`src/rtl/fifo_wr_arbiter.sv`:
```
// -----------------------------------------------------------------------------
// fifo_wr_arbiter
//
// Round-robin arbiter that lets NREQ producers take turns writing into one
// shared FIFO. A producer is granted for a burst of up to BURST_MAX beats; the
// burst ends early when the owner drops valid. A full FIFO stalls the burst
// without losing ownership. One IDLE cycle separates bursts and is used for
// arbitration.
//
// Ports
//   clk          in   clock, rising edge
//   rst          in   asynchronous, active-high reset
//   req_valid    in   [NREQ]     producer i has a beat to offer
//   req_data     in   [NREQ*DW]  producer i data in slice [i*DW +: DW]
//   req_ready    out  [NREQ]     producer i's beat is accepted this cycle
//   fifo_full    in   shared FIFO full flag
//   fifo_wr_en   out  FIFO write strobe
//   fifo_din     out  [DW]       FIFO write data (0 while idle)
//   grant_active out  a burst is in progress
//   grant_id     out  [2]        current or most recent owner
//   xfer_total   out  [16]       saturating count of accepted beats
//
// The owner fields are 2 bits wide, so NREQ is fixed at 4 for this revision.
// -----------------------------------------------------------------------------
module fifo_wr_arbiter #(
    parameter int NREQ      = 4,
    parameter int DW        = 8,
    parameter int BURST_MAX = 4
) (
    input  logic               clk,
    input  logic               rst,
    input  logic [NREQ-1:0]    req_valid,
    input  logic [NREQ*DW-1:0] req_data,
    output logic [NREQ-1:0]    req_ready,
    input  logic               fifo_full,
    output logic               fifo_wr_en,
    output logic [DW-1:0]      fifo_din,
    output logic               grant_active,
    output logic [1:0]         grant_id,
    output logic [15:0]        xfer_total
);

    typedef enum logic {
        ST_IDLE  = 1'b0,
        ST_GRANT = 1'b1
    } state_t;

    localparam logic [3:0]  BURST_LAST = 4'(BURST_MAX);
    localparam logic [15:0] TOTAL_MAX  = 16'hFFFF;

    state_t      state_q, state_d;
    logic [1:0]  owner_q, owner_d;
    logic [1:0]  last_owner_q, last_owner_d;
    logic [3:0]  beat_cnt_q, beat_cnt_d;
    logic [15:0] xfer_total_q, xfer_total_d;

    logic        in_grant;
    logic        owner_valid;
    logic        xfer;
    logic [3:0]  beat_inc;
    logic        pick_found;
    logic [1:0]  pick_id;
    logic [1:0]  cand;

    assign in_grant    = (state_q == ST_GRANT);
    assign owner_valid = req_valid[owner_q];
    // A beat moves only while the owner offers data and the FIFO has room.
    assign xfer        = in_grant && owner_valid && !fifo_full;
    assign beat_inc    = beat_cnt_q + 4'd1;

    // Round-robin pick: scan upward starting just after the previous owner.
    // The 2-bit add wraps modulo 4, and k == NREQ revisits last_owner itself
    // so a lone requester can be re-granted.
    always_comb begin
        // NOTE: every variable written here gets a default first, so no path
        // leaves it unassigned and no latch is inferred.
        pick_found = 1'b0;
        pick_id    = 2'd0;
        cand       = 2'd0;
        for (int k = 1; k <= NREQ; k++) begin
            cand = last_owner_q + 2'(k);
            if (!pick_found && req_valid[cand]) begin
                pick_found = 1'b1;
                pick_id    = cand;
            end
        end
    end

    // Next-state logic.
    always_comb begin
        state_d      = state_q;
        owner_d      = owner_q;
        last_owner_d = last_owner_q;
        beat_cnt_d   = beat_cnt_q;
        xfer_total_d = xfer_total_q;

        if (xfer && (xfer_total_q != TOTAL_MAX)) begin
            xfer_total_d = xfer_total_q + 16'd1;
        end

        case (state_q)
            ST_IDLE: begin
                if (pick_found) begin
                    state_d    = ST_GRANT;
                    owner_d    = pick_id;
                    beat_cnt_d = 4'd0;
                end
            end
            ST_GRANT: begin
                if (xfer) begin
                    beat_cnt_d = beat_inc;
                end
                // Release when the owner goes quiet (even while stalled on a
                // full FIFO) or when this beat completes the burst.
                if (!owner_valid || (xfer && (beat_inc == BURST_LAST))) begin
                    state_d      = ST_IDLE;
                    last_owner_d = owner_q;
                end
            end
            default: begin
                state_d = ST_IDLE;
            end
        endcase
    end

    always_ff @(posedge clk or posedge rst) begin
        if (rst) begin
            state_q      <= ST_IDLE;
            owner_q      <= 2'd0;
            last_owner_q <= 2'd3;   // producer 0 has first priority
            beat_cnt_q   <= 4'd0;
            xfer_total_q <= 16'd0;
        end else begin
            // NOTE: state registers use non-blocking assignments so every
            // register samples the pre-edge value of its neighbours.
            state_q      <= state_d;
            owner_q      <= owner_d;
            last_owner_q <= last_owner_d;
            beat_cnt_q   <= beat_cnt_d;
            xfer_total_q <= xfer_total_d;
        end
    end

    // Handshake outputs are combinational so a beat is accepted in the same
    // cycle it is offered; the async reset clears the state and so forces
    // them to 0 immediately.
    always_comb begin
        req_ready = '0;
        if (in_grant && !fifo_full) begin
            req_ready[owner_q] = 1'b1;
        end
    end

    assign fifo_wr_en   = xfer;
    assign fifo_din     = in_grant ? req_data[int'(owner_q) * DW +: DW] : '0;
    assign grant_active = in_grant;
    assign grant_id     = owner_q;
    assign xfer_total   = xfer_total_q;

endmodule

```
`config.mk`:
```
export PLATFORM = sky130hd
export DESIGN_NAME = fifo_wr_arbiter
export DESIGN_NICKNAME = d
export VERILOG_FILES = /design/src/rtl/fifo_wr_arbiter.sv
export SDC_FILE = /design/constraint.sdc
export NUM_CORES = 1
export LEC_CHECK = 0
export CAP_MARGIN = 20
export CORE_MARGIN = 3
export CORE_UTILIZATION = 45
export DETAILED_ROUTE_END_ITERATION = 16
export MAX_ROUTING_LAYER = met4
export PLACE_DENSITY_LB_ADDON = 0.12
export SYNTH_ARGS = -nofsm -noshare
export SYNTH_HDL_FRONTEND = slang
export SYNTH_SLANG_ARGS = --single-unit
```
`constraint.sdc`:
```
create_clock -name clk -period 3.2 [get_ports clk]
set_input_delay 0.96 -clock clk [delete_from_list [all_inputs] [get_ports clk]]
set_output_delay 0.96 -clock clk [all_outputs]
set_load 0.05 [all_outputs]
```
==> results of run 1 <==
==> worst max-delay path: cells and delay by family <==
| family | cells | cell delay (ps) |
|---|---|---|
| multiplexers | 1 | 470 |
| AND/OR/NAND/NOR | 1 | 170 |
| buffers and inverters | 2 | 600 |
==> cell type report <==
class	count	area share, %
inverters	7	0.998
clock inverters	1	0.285
flip-flops and latches	25	23.9
clock buffers	3	1.57
well taps	48	2.28
repair buffers	78	29.7
multi-input cells	113	41.3
==> cells in the mapped netlist (3+ instances only) <==
master	n
nand2b_1	3
a21oi_1	3
a211oi_1	6
nor2_1	5
mux4_2	8
buf_6	3
nand2_1	7
dfrtp_1	23
and2_1	10
inv_1	7
xor2_1	16
nand3_1	11
a2111oi_4	3
o21ai_0	5
==> stage by stage <==
stage / setup slack [ps] / cells / total power, uW / instance area (sq um) / util (%)
6_report: 40.5 / 275 / 2060 / 2630 / 69.8
5_1_grt: 3.55 / 275 / 2170 / 2630 / 69.8
4_1_cts: 33.2 / 275 / 2070 / 2630 / 69.7
3_5_place_dp: 38.7 / 271 / 1860 / 2580 / 68.4
3_3_place_gp: 72.4 / 271 / 1820 / 2580 / 68.4
2_1_floorplan: 295 / 155 / 1470 / 1820 / -
==> layer usage <==
layer | share of wire, % | up-vias | GRT usage (%)
met4 | 0.87 | 0 | 4.47
met2 | 49 | 54 | 35.2
met5 | 0 | - | -
met1 | 45 | 754 | 28.8
met3 | 5.5 | 5 | 3.33
li1 | - | 717 | -
==> state kept, by name, summed over array words and instances (netlist names) <==
register	flops
beat_cnt_q	4
grant_active	1
grant_id	2
last_owner_q	2
xfer_total	16
==> where the power goes <==
part | total [uW] | switching, uW | internal, uW
combinational | 1300 | 753 | 543
clock | 196 | 107 | 88.5
sequential | 564 | 164 | 400
total | 2060 | 1020 | 1030
==> path summary, 6_finish.rpt <==
kind | to | slack (ps) | cells past startpoint
min in group asynchronous | xfer_total[4]$_DFFE_PP0P_ | 1030 | 3
hold / removal | xfer_total[8]$_DFFE_PP0P_ | 490 | 1
setup / recovery | fifo_din[7] | 40 | 4
hold reg to reg | xfer_total[8]$_DFFE_PP0P_ | 490 | 1
setup reg to reg | xfer_total[1]$_DFFE_PP0P_ | 940 | 5
max in group asynchronous | last_owner_q[0]$_DFFE_PP1P_ | 1870 | 3
==> what timing repair did <==
| action | CTS | global route |
|---|---|---|
| gates resized for setup | 0 | 1 |
| hold buffers | 0 | 0 |
| buffers inserted | 0 | 0 |
| setup endpoints to repair | 0 | 1 |
==> cell families after synthesis <==
| group | share of synthesized area [%] |
|---|---|
| adder cells (fa/ha/maj) | 1.37 |
| multiplexers | 14.1 |
| AND/OR/NAND/NOR | 20.8 |
| flip-flops | 34.4 |
| XOR/XNOR | 7.68 |
| buffers and inverters | 5.97 |
| AO/OA/AOI/OAI | 15.7 |
==> results_dict.tcl, run 1 <==
set metrics [dict create \
    startpoint "req_data[23]" \
    async_reset_ff_share_pct 100 \
    cts_root_buffer "clkbuf_8" \
    h-tree-depth 1 \
    critPathKind "input port to output pin" \
    ios 71 \
    fmax_mhz 317 \
    globalplace.congestion 0.812 \
    overflow 0 \
    layout-drive-gt1-share_pct 25.6 \
    dieHeight_um 69.7 \
    finClkSkew_ps 5.52 \
    grt_max_degree 26 \
    leakagePower_uw 0.00110 \
    rsz0062_at_grt "no" \
    setup_viol 0 \
    min_from "xfer_total[8]$_DFFE_PP0P_" \
    tightest_slew_ps 704 \
    ys_seq_area_share_pct 34.4 \
    syn_avg_cell_area_sq_um 11.8 \
    cts_tree "done" \
    first_pass_iters 6 \
    min_period_ps 3160 \
    ys.flop_type "dfrtp_1" \
    die_w_um 69.7 \
    start_kind "input port" \
    netlist_top_cells_area "dfrtp_1 (32%), mux4_2 (9.9%), xor2_1 (7.7%), a2111oi_4 (4.5%), and2_1 (3.4%)" \
    crit_arrival_ps 2200 \
    ant_nets 0 \
    clock_latency_ps 280 \
    final_hold_viol_count 0 \
    nets 269 \
    fp-row-count 22 \
    dp_hpwl_mm 3.77 \
    layout_common_cells "clkdlybuf4s50_1 (57), dfrtp_1 (23), xor2_1 (16), buf_4 (16), nand3_1 (11)" \
    dieArea_sq_um 4850 \
    synthCells 155 \
    area_delta_synth_final_pct 44.3 \
    core-area_sq_um 3770 \
    grt_pass1_vias 1583 \
    portBuffers 70 \
    final.setup.tns_ps 0 \
    antenna_found_initial 0 \
    final_common_cell "clkdlybuf4s50_1" \
    outcome "finished, final reports clean" \
    r2r-start "grant_id[0]$_DFFE_PP0P_" \
    netlist_area_sq_um 1820 \
    path_clk_slew_ps 90 \
    yosys.area.top_type_share_pct 31.6 \
    initial_core_util_pct 48.4 \
    slowest_delay_ps 470 \
    drv_slew 0 \
    hp-class "flip-flop to flip-flop" \
    cp-end-kind "output pin" \
    routed_via_density 5.56 \
    yosys_warnings 0 \
    multi_input_area_sq_um 1090 \
    wirelength_mm 4.81 \
    fillCellCount 287 \
    path_cells "clkdlybuf4s50_1 > mux4_2 > and2_1 > buf_4" \
    max_cap_viol_count 0 \
    slew_headroom_pct 53.1 \
    ir_worst_vdd_mv 0.531 \
    cp_max_fo 1 \
    drc_errors 0 \
    cts_buffers 3 \
    synth-edff-count 0 \
    required_ps 2240 \
    seqCellArea_sq_um 628 \
    vias 1530 \
    fin_crit_sh_pct 98.7 \
    num_antenna_cells 0 \
    synth_nets 196 \
    crit_slowest_cell "mux4_2" \
    yosysTopAreaCell "dfrtp_1" \
    drtIter0Drc 49 \
    cts_sinks 25 \
    ys_ff_latch 25 \
    grtUsageTotal_pct 21.6 \
    grt_pass1_wl_mm 8.32 \
    yosysUniqueCellTypes 48 \
    power.density_nw_per_um2 781 \
    whs_ps 495 \
    clockBufferDepth 2 \
    post_drt_wl_per_cell_um 17.5 \
]
No activity file was read; power rests on OpenSTA's default activity.
==> inputs of run 2 (changes only) <==
--- a/config.mk
+++ b/config.mk
@@ -8,6 +8,7 @@
 export CAP_MARGIN = 20
 export CORE_MARGIN = 3
 export CORE_UTILIZATION = 45
+export CTS_BUF_LIST = sky130_fd_sc_hd__clkbuf_4 sky130_fd_sc_hd__clkbuf_8
 export DETAILED_ROUTE_END_ITERATION = 16
 export MAX_ROUTING_LAYER = met4
 export PLACE_DENSITY_LB_ADDON = 0.12
==> results of run 2 <==
The final DEF is identical to that of run 1; final timing and power are the same.
